`src/rtl/sdram_cpu_bridge_if.sv`:
```
// rtl/sdram_cpu_bridge_if.sv - CPU strobe bus and SDRAM controller port bundle for sdram_cpu_bridge
interface sdram_cpu_bridge_if;
    // CPU side
    logic [23:0] cpu_addr;
    logic        cpu_rd;
    logic        cpu_wr;
    logic [7:0]  cpu_dout;
    logic [7:0]  cpu_din;
    logic        cpu_rdy;
    logic        cpu_busy;
    // SDRAM controller side
    logic        sd_req;
    logic        sd_ack;
    logic [22:0] sd_addr;
    logic [1:0]  sd_ds;
    logic        sd_we;
    logic [15:0] sd_din;
    logic [15:0] sd_dout;
    logic        sd_port;

    // Bridge view: consumes CPU strobes and controller acks, drives everything else
    modport slave (
        input  cpu_addr, cpu_rd, cpu_wr, cpu_dout, sd_ack, sd_dout,
        output cpu_din, cpu_rdy, cpu_busy, sd_req, sd_addr, sd_ds, sd_we, sd_din, sd_port
    );

    // Environment view: the CPU and the SDRAM controller together
    modport master (
        output cpu_addr, cpu_rd, cpu_wr, cpu_dout, sd_ack, sd_dout,
        input  cpu_din, cpu_rdy, cpu_busy, sd_req, sd_addr, sd_ds, sd_we, sd_din, sd_port
    );
endinterface

```
`src/rtl/sdram_cpu_bridge.sv`:
```
// rtl/sdram_cpu_bridge.sv - 8-bit CPU strobes to 16-bit toggle req/ack SDRAM port; optional one-word read buffer via SDRAM_BRIDGE_WBUF_EN
module sdram_cpu_bridge #(
    parameter int RD_DLY   = 5,
    parameter int PORT_SEL = 0
) (
    input  logic               clk,
    input  logic               init_n,
    sdram_cpu_bridge_if.slave  bus
);

    localparam logic [1:0] ST_SYNC  = 2'd0;
    localparam logic [1:0] ST_IDLE  = 2'd1;
    localparam logic [1:0] ST_REQ   = 2'd2;
    localparam logic [1:0] ST_WAITD = 2'd3;

    localparam int CW = (RD_DLY < 2) ? 1 : $clog2(RD_DLY + 1);

    logic [1:0]    state;
    logic [CW-1:0] cnt;
    logic          lane;       // byte address bit 0 of the access in flight
    logic          sd_req_r;
    logic [22:0]   sd_addr_r;
    logic [1:0]    sd_ds_r;
    logic          sd_we_r;
    logic [15:0]   sd_din_r;
    logic [7:0]    cpu_din_r;
    logic          cpu_rdy_r;
    logic          cpu_busy_r;

`ifdef SDRAM_BRIDGE_WBUF_EN
    logic          buf_valid;
    logic [22:0]   buf_tag;
    logic [15:0]   buf_word;
    logic          buf_hit;

    // The strobe's word address matches the buffered word
    always_comb begin
        buf_hit = buf_valid && (buf_tag == bus.cpu_addr[23:1]);
    end
`endif

    assign bus.sd_req   = sd_req_r;
    assign bus.sd_addr  = sd_addr_r;
    assign bus.sd_ds    = sd_ds_r;
    assign bus.sd_we    = sd_we_r;
    assign bus.sd_din   = sd_din_r;
    assign bus.sd_port  = 1'(PORT_SEL);
    assign bus.cpu_din  = cpu_din_r;
    assign bus.cpu_rdy  = cpu_rdy_r;
    assign bus.cpu_busy = cpu_busy_r;

    // Access sequencer: accept a strobe, toggle the request, wait for ack and data, pulse completion
    always_ff @(posedge clk or negedge init_n) begin
        if (!init_n) begin
            state      <= ST_SYNC;
            cnt        <= '0;
            lane       <= 1'b0;
            sd_req_r   <= 1'b0;
            sd_addr_r  <= '0;
            sd_ds_r    <= '0;
            sd_we_r    <= 1'b0;
            sd_din_r   <= '0;
            cpu_din_r  <= '0;
            cpu_rdy_r  <= 1'b0;
            cpu_busy_r <= 1'b1;
`ifdef SDRAM_BRIDGE_WBUF_EN
            buf_valid  <= 1'b0;
            buf_tag    <= '0;
            buf_word   <= '0;
`endif
        end else begin
            cpu_rdy_r <= 1'b0;
            case (state)
                ST_SYNC: begin
                    // The controller's ack survives our reset; align to it so no toggle is pending
                    sd_req_r   <= bus.sd_ack;
                    cpu_busy_r <= 1'b0;
                    state      <= ST_IDLE;
                end
                ST_IDLE: begin
                    if (bus.cpu_wr) begin
                        lane       <= bus.cpu_addr[0];
                        sd_addr_r  <= bus.cpu_addr[23:1];
                        sd_we_r    <= 1'b1;
                        sd_din_r   <= {bus.cpu_dout, bus.cpu_dout};
                        sd_ds_r    <= {bus.cpu_addr[0], ~bus.cpu_addr[0]};
                        sd_req_r   <= ~sd_req_r;
                        cpu_busy_r <= 1'b1;
                        state      <= ST_REQ;
`ifdef SDRAM_BRIDGE_WBUF_EN
                        if (buf_hit) begin
                            if (bus.cpu_addr[0])
                                buf_word[15:8] <= bus.cpu_dout;
                            else
                                buf_word[7:0]  <= bus.cpu_dout;
                        end
`endif
                    end else if (bus.cpu_rd) begin
`ifdef SDRAM_BRIDGE_WBUF_EN
                        if (buf_hit) begin
                            cpu_din_r <= bus.cpu_addr[0] ? buf_word[15:8] : buf_word[7:0];
                            cpu_rdy_r <= 1'b1;
                        end else
`endif
                        begin
                            lane       <= bus.cpu_addr[0];
                            sd_addr_r  <= bus.cpu_addr[23:1];
                            sd_we_r    <= 1'b0;
                            sd_ds_r    <= 2'b11;
                            sd_req_r   <= ~sd_req_r;
                            cpu_busy_r <= 1'b1;
                            state      <= ST_REQ;
                        end
                    end
                end
                ST_REQ: begin
                    if (bus.sd_ack == sd_req_r) begin
                        if (sd_we_r) begin
                            cpu_rdy_r  <= 1'b1;
                            cpu_busy_r <= 1'b0;
                            state      <= ST_IDLE;
                        end else begin
                            cnt   <= CW'(RD_DLY);
                            state <= ST_WAITD;
                        end
                    end
                end
                ST_WAITD: begin
                    // Read data lands in the controller's port register some cycles after the ack
                    if (cnt == '0) begin
                        cpu_din_r  <= lane ? bus.sd_dout[15:8] : bus.sd_dout[7:0];
                        cpu_rdy_r  <= 1'b1;
                        cpu_busy_r <= 1'b0;
                        state      <= ST_IDLE;
`ifdef SDRAM_BRIDGE_WBUF_EN
                        buf_valid  <= 1'b1;
                        buf_tag    <= sd_addr_r;
                        buf_word   <= bus.sd_dout;
`endif
                    end else begin
                        cnt <= cnt - 1'b1;
                    end
                end
                default: state <= ST_SYNC;
            endcase
        end
    end

endmodule

```
`src/flat_wrapper.sv`:
```
// flat-port wrapper written by rule: the top's interface ports become plain ports
module sdram_cpu_bridge_flat 
#(
    parameter int RD_DLY   = 5,
    parameter int PORT_SEL = 0
)
  (clk, init_n, bus_cpu_addr, bus_cpu_rd, bus_cpu_wr, bus_cpu_dout, bus_sd_ack, bus_sd_dout, bus_cpu_din, bus_cpu_rdy, bus_cpu_busy, bus_sd_req, bus_sd_addr, bus_sd_ds, bus_sd_we, bus_sd_din, bus_sd_port);
  sdram_cpu_bridge_if bus_i ();
  input  logic clk;
  input  logic init_n;
  input wire logic [$bits(bus_i.cpu_addr)-1:0] bus_cpu_addr;
  input wire logic [$bits(bus_i.cpu_rd)-1:0] bus_cpu_rd;
  input wire logic [$bits(bus_i.cpu_wr)-1:0] bus_cpu_wr;
  input wire logic [$bits(bus_i.cpu_dout)-1:0] bus_cpu_dout;
  input wire logic [$bits(bus_i.sd_ack)-1:0] bus_sd_ack;
  input wire logic [$bits(bus_i.sd_dout)-1:0] bus_sd_dout;
  output wire logic [$bits(bus_i.cpu_din)-1:0] bus_cpu_din;
  output wire logic [$bits(bus_i.cpu_rdy)-1:0] bus_cpu_rdy;
  output wire logic [$bits(bus_i.cpu_busy)-1:0] bus_cpu_busy;
  output wire logic [$bits(bus_i.sd_req)-1:0] bus_sd_req;
  output wire logic [$bits(bus_i.sd_addr)-1:0] bus_sd_addr;
  output wire logic [$bits(bus_i.sd_ds)-1:0] bus_sd_ds;
  output wire logic [$bits(bus_i.sd_we)-1:0] bus_sd_we;
  output wire logic [$bits(bus_i.sd_din)-1:0] bus_sd_din;
  output wire logic [$bits(bus_i.sd_port)-1:0] bus_sd_port;
  assign bus_i.cpu_addr = bus_cpu_addr;
  assign bus_i.cpu_rd = bus_cpu_rd;
  assign bus_i.cpu_wr = bus_cpu_wr;
  assign bus_i.cpu_dout = bus_cpu_dout;
  assign bus_i.sd_ack = bus_sd_ack;
  assign bus_i.sd_dout = bus_sd_dout;
  assign bus_cpu_din = bus_i.cpu_din;
  assign bus_cpu_rdy = bus_i.cpu_rdy;
  assign bus_cpu_busy = bus_i.cpu_busy;
  assign bus_sd_req = bus_i.sd_req;
  assign bus_sd_addr = bus_i.sd_addr;
  assign bus_sd_ds = bus_i.sd_ds;
  assign bus_sd_we = bus_i.sd_we;
  assign bus_sd_din = bus_i.sd_din;
  assign bus_sd_port = bus_i.sd_port;
  sdram_cpu_bridge #(.RD_DLY(RD_DLY), .PORT_SEL(PORT_SEL)) u_core (.clk(clk), .init_n(init_n), .bus(bus_i));
endmodule
```
`config.mk`:
```
export PLATFORM = sky130hd
export DESIGN_NAME = sdram_cpu_bridge_flat
export DESIGN_NICKNAME = d
export VERILOG_FILES = /design/src/rtl/sdram_cpu_bridge_if.sv /design/src/rtl/sdram_cpu_bridge.sv /design/src/flat_wrapper.sv
export SDC_FILE = /design/constraint.sdc
export NUM_CORES = 1
export LEC_CHECK = 0
export ABC_AREA = 0
export BUFFER_PORTS_ARGS = -buffer_cell sky130_fd_sc_hd__clkbuf_2
export CAP_MARGIN = 5
export CELL_PAD_IN_SITES_DETAIL_PLACEMENT = 1
export CELL_PAD_IN_SITES_GLOBAL_PLACEMENT = 2
export CORE_MARGIN = 4
export CORE_UTILIZATION = 28
export DETAILED_ROUTE_END_ITERATION = 10
export PLACE_DENSITY = 0.9
export SLEW_MARGIN = 20
export SYNTH_ARGS = -nofsm -noshare
export SYNTH_HDL_FRONTEND = slang
export SYNTH_SLANG_ARGS = --single-unit
```
`constraint.sdc`:
```
create_clock -name clk -period 1.71 [get_ports clk]
set_input_delay 0.171 -clock clk [delete_from_list [all_inputs] [get_ports clk]]
set_output_delay 0.171 -clock clk [all_outputs]
set_load 0.01 [all_outputs]
```
Yosys cells after proc, flatten, opt, wreduce, memory -nomap -nowiden:

Cells that the tools add are included.

* logic and storage cells: 68
* register bits: 59
* bits of input ports: 53
* output and inout port bits: 54

* add/subtract/negate cells: 1
* equality and inequality tests: 10
* muxes and demuxes: 32
* bitwise logic cells: 2
* reductions and logical operators: 12

Operators by type and width (number)
* $mux W23: 2
* $mux W1: 14
* $mux W2: 7
* $mux W3: 3
* $mux W8: 1
* $pmux W2 S4: 1
* $reduce_and A2 Y1: 4
* $reduce_and A4 Y1: 2
* $ne A2 B1 Y1 const B: 3
* $pmux W3 S2: 1
* $reduce_bool A2 Y1: 3
* $eq A2 B2 Y1 const B: 2
* $ne A2 B2 Y1 const B: 2
* $pmux W1 S2: 2
* $pmux W1 S4: 1
* $logic_not A3 Y1: 1
* $ne A3 B3 Y1 const B: 1
* $reduce_and A3 Y1: 1
* $sub A3 B1 Y3 const B: 1
* $eq A2 B1 Y1 const B: 1
* $logic_not A2 Y1: 1
* $not A1 Y1: 2
* $eq A1 B1 Y1: 1

Longest topological paths before layout:

* depth in word-level cells: 4
* depth in mapped cells: 8

Least setup slack after synthesis:

Ideal clock, no wire load.

* path kind: reg-to-reg
* from: register u_core.state[1]
* to: register u_core.sd_addr_r[10], in the netlist u_core.bus.sd_addr[10]
* stages on the path, launching flop included: 7
* library setup time: 0.125 ns
* slack: 0.182 ns
* data arrival time: 1.404 ns
* data required time: 1.585 ns
* path buffers: 2
* cells stage by stage: dfrtp_1 inv_1 ha_1 buf_4 o21ai_4 buf_6 mux2_2

* longest elaborated chain between the ends: 2

RTL lines
* start: declaration: RTL line sdram_cpu_bridge.sv:18 `logic [1:0] state;`
* start signal: assignment: RTL line sdram_cpu_bridge.sv:55 `state <= ST_SYNC;`
* start signal: assignment: RTL line sdram_cpu_bridge.sv:78 `state <= ST_IDLE;`
* start signal: assignment: RTL line sdram_cpu_bridge.sv:89 `state <= ST_REQ;`
* $eq A2 B1 Y1: RTL line sdram_cpu_bridge.sv:73 `case (state)`
* $reduce_and A2 Y1 (no line)
* end signal: assignment: RTL line sdram_cpu_bridge.sv:83 `sd_addr_r <= bus.cpu_addr[23:1];`
* end signal: assignment: RTL line sdram_cpu_bridge.sv:107 `sd_addr_r <= bus.cpu_addr[23:1];`
* end: declaration: RTL line sdram_cpu_bridge.sv:22 `logic [22:0] sd_addr_r;`

No other way between the ends.
A chain may end at the register's enable or synchronous reset.

Final worst setup path:

* from: register u_core.cnt[0]
* to: register u_core.state[1]

* longest elaborated chain between the ends: 3

RTL lines
* start: declaration: RTL line sdram_cpu_bridge.sv:19 `logic [CW-1:0] cnt;`
* start signal: assignment: RTL line sdram_cpu_bridge.sv:123 `cnt <= CW'(RD_DLY);`
* start signal: assignment: RTL line sdram_cpu_bridge.sv:141 `cnt <= cnt - 1'b1;`
* $logic_not A3 Y1: RTL line sdram_cpu_bridge.sv:130 `if (cnt == '0) begin`
* $ne A2 B1 Y1 (no line)
* $reduce_and A3 Y1 (no line)
* end signal: assignment: RTL line sdram_cpu_bridge.sv:124 `state <= ST_WAITD;`
* end signal: assignment: RTL line sdram_cpu_bridge.sv:134 `state <= ST_IDLE;`
* end signal: assignment: RTL line sdram_cpu_bridge.sv:144 `default: state <= ST_SYNC;`

No other way between the ends.

==> qor.yml <==
status: "completed"
cpPeakStageDelay_ns: 0.39
postCtsSetupBuffers: 0
maxCapViolations: 0
synth_cell_types: 34
cts.sinks: 51
port_buffers: 105
diodes: 0
synth_edf_count: 0
clockBufferDepth: 2
instances_no_fill: 382
rr_startpoint: "u_core.cnt[0]"
reg2regPathDepth: 6
hold_viol: 0
crit_path_end_kind: "register"
die-area_um2: 9700
area_growth_pct: 31.9
start_util_pct: 29.2
nets: 339
place_inst: 372
clockRootBuffer: "clkbuf_8"
crit_end: "u_core.state[1]"
avgSynthCellArea_um2: 13.0
grt_pass1_wl_mm: 8.96
dp_hpwl_mm: 4.31
ios: 107
synth_flop_cell: "dfrtp_1"
period_share_pct: 90.6
tritoncts: "done"
via_per_inst: 4.42
hp-class: "in2reg"
fillers: 904
critPathLaunchType: "register"
reg2reg_slack_ns: 0.16
ys_seq_area_share_pct: 55.7
drt_first_pass_iters: 2
grt.overflow.total: 0
combPwrFrac_pct: 43.2
cp_slowest_cell: "dfrtp_1"
clk_pin_slew_ns: 0.10
final_area_um2: 3020
crit_fanout: 6
synth_cells: 176
reg2reg_to: "u_core.state[1]"
setup_tns_ns: 0
synth_area_um2: 2290
final_core_util_pct: 38.5
syn_nets: 236
power_frac_clock_pct: 17.3
p_switching_mw: 2.00
dpl-instance-area_um2: 2860
skew_ns: 0.00998
arrival_ns: 1.75
route.vias.total: 1690
leakagePower_nw: 1.53
routedWlPerCell_um: 14.4
die_y_um: 98.5
synthArstFlopShare_pct: 100
ir_drop_v: 0.000661
finalPower_mw: 5.61
critPathKind: "reg2reg"
ctsHtreeMaxLevel: 2
cp_data_required_time_ns: 1.91
setup_violations: 0
drt-total-wl_mm: 5.49
die_w_um: 98.5
ant_nets: 0
cts_buffers: 5
drtIter0Drc: 28
drc: 0
max_freq_mhz: 646
min_period_ns: 1.55
startpoint: "u_core.cnt[0]"
grt_usage_pct: 11.3
p_int_mw: 3.61
place_congestion: 0.714
grt_max_degree: 29
power.share.sequential_pct: 39.5
clk_latency_ns: 0.30
drive_above_1_share_pct: 56.8
switching_share_pct: 35.7
design.core.area_um2: 7850
synth_warnings: 0
cp_cell_sequence: "inv_1, ha_1, nand2b_1, a22oi_2, a21boi_1, o21ai_2"
grt_setup_unrepaired: "no"
fp-row-count: 32
grt_pass1_vias: 1867
antenna_found_initial: 0
power_density_nw_per_um2: 1860
synth.ff_latch_count: 51
slew_viol_final: 0
## per-stage QoR
stage	hold slack [ns]	setup WS, ns
floorplan	-0.125	0.182
global placement	0.167	0.115
detailed placement	0.164	0.0475
CTS	0.0813	0.0259
global route	0.0766	0.0187
finish	0.0928	0.161
## timing repair
| action | in CTS | in global routing |
|---|---|---|
| setup endpoints to repair | 0 | 25 |
| hold buffers | 1 | 0 |
| gates resized for setup | 0 | 2 |
| endpoints found under the hold margin | 16 | 0 |
## cells in the final DEF, fill, tap and decap left out, drive strengths merged
cell type,Yosys,routed
a211oi,1,1
a21boi,1,1
a21oi,3,3
a22o,1,1
a22oi,1,1
a31oi,2,2
a32o,1,1
a32oi,1,1
and4,1,1
buf,15,4
bufinv,0,2
clkbuf,0,111
conb,1,1
dfrtp,50,50
dfstp,1,1
dlygate4sd3,0,1
ha,7,7
inv,9,9
mux2,32,32
mux2i,8,8
nand2,13,13
nand2b,2,2
nand3,1,1
nand3b,1,1
nor2,2,2
nor2b,2,2
o211ai,2,2
o21ai,14,15
o2bb2ai,1,1
o31a,1,1
xor2,2,2
## per-layer routing
metal | track usage, % | share of wire, %
met5 | 0 | 0
met4 | 2.84 | 0.80
met3 | 4.60 | 9.5
met2 | 18.8 | 48
met1 | 13.8 | 42
## synthesized netlist by cell type (all sizes together), types with 2 or more instances
cell    instances  area (um2)
nor2            2        7.51
o21ai          14        88.8
o211ai          2        15.0
a21oi           3        18.8
nor2b           2        12.5
a31oi           2        12.5
xor2            2        17.5
dfrtp          50        1250
buf            15         113
mux2           32         360
ha              7        87.6
nand2b          2        12.5
mux2i           8        80.1
nand2          13        51.3
inv             9        33.8
## how the worst min path moves through the flow
stage,depth (start not counted),endpoint,start
final,2,u_core.bus.sd_din[13],bus_cpu_dout[5]
after global routing,2,u_core.bus.sd_din[10],bus_cpu_dout[2]
after CTS,2,u_core.bus.sd_din[13],bus_cpu_dout[5]
after detailed placement,1,u_core.cnt[0],init_n
after global placement,1,u_core.cnt[0],init_n
after floorplan,0,u_core.bus.cpu_din[0],init_n
## final cells by class
type | instances | area, um2 | share of cell area, %
clock inverter | 2 | 60.1 | 1.99
clock buffer | 6 | 72.6 | 2.40
tap | 102 | 128 | 4.22
inverter | 9 | 33.8 | 1.12
sequential | 51 | 1280 | 42.2
timing repair buffer | 110 | 566 | 18.7
multi-input combinational | 102 | 887 | 29.3
## sequential cells by signal, summed over array words and instances (netlist names)
signal / count
u_core.bus.sd_addr: 23
u_core.bus.cpu_din: 8
u_core.bus.sd_din: 8
u_core.cnt: 3
u_core.bus.sd_ds: 2
u_core.state: 2
u_core.bus.cpu_busy: 1
u_core.bus.cpu_rdy: 1
u_core.bus.sd_req: 1
u_core.bus.sd_we: 1
u_core.lane: 1
## power by group through the flow
stage               Combinational [mW]  Clock [mW]  Sequential, mW
finish                            2.43       0.971            2.22
detailed placement                2.45           0            2.26
floorplan                         1.44           0            2.40
CTS                               2.45        1.02            2.24
global route                      2.70        1.06            2.32
global placement                  2.39           0            2.22
## logic make-up after synthesis
| logic type | after synthesis | synth area share, % |
|---|---|---|
| AOI/OAI and AO/OA | 29 | 9.06 |
| and+or+nand+nor | 22 | 4.86 |
| DFF | 51 | 55.7 |
| adders and majority gates | 7 | 3.82 |
| xor gates and xnor gates | 2 | 0.764 |
| buffers and inverters | 24 | 6.39 |
| other | 1 | 0.164 |
| muxes | 40 | 19.2 |
## critical path: cells and delay by family (launching register included)
family          cells  cell delay [ns]
flops               1             0.39
compound gates      3             0.60
fa+ha+maj           1             0.23
buf+inv             1             0.11
simple gates        1             0.11
(Power assumes the default switching activity.)
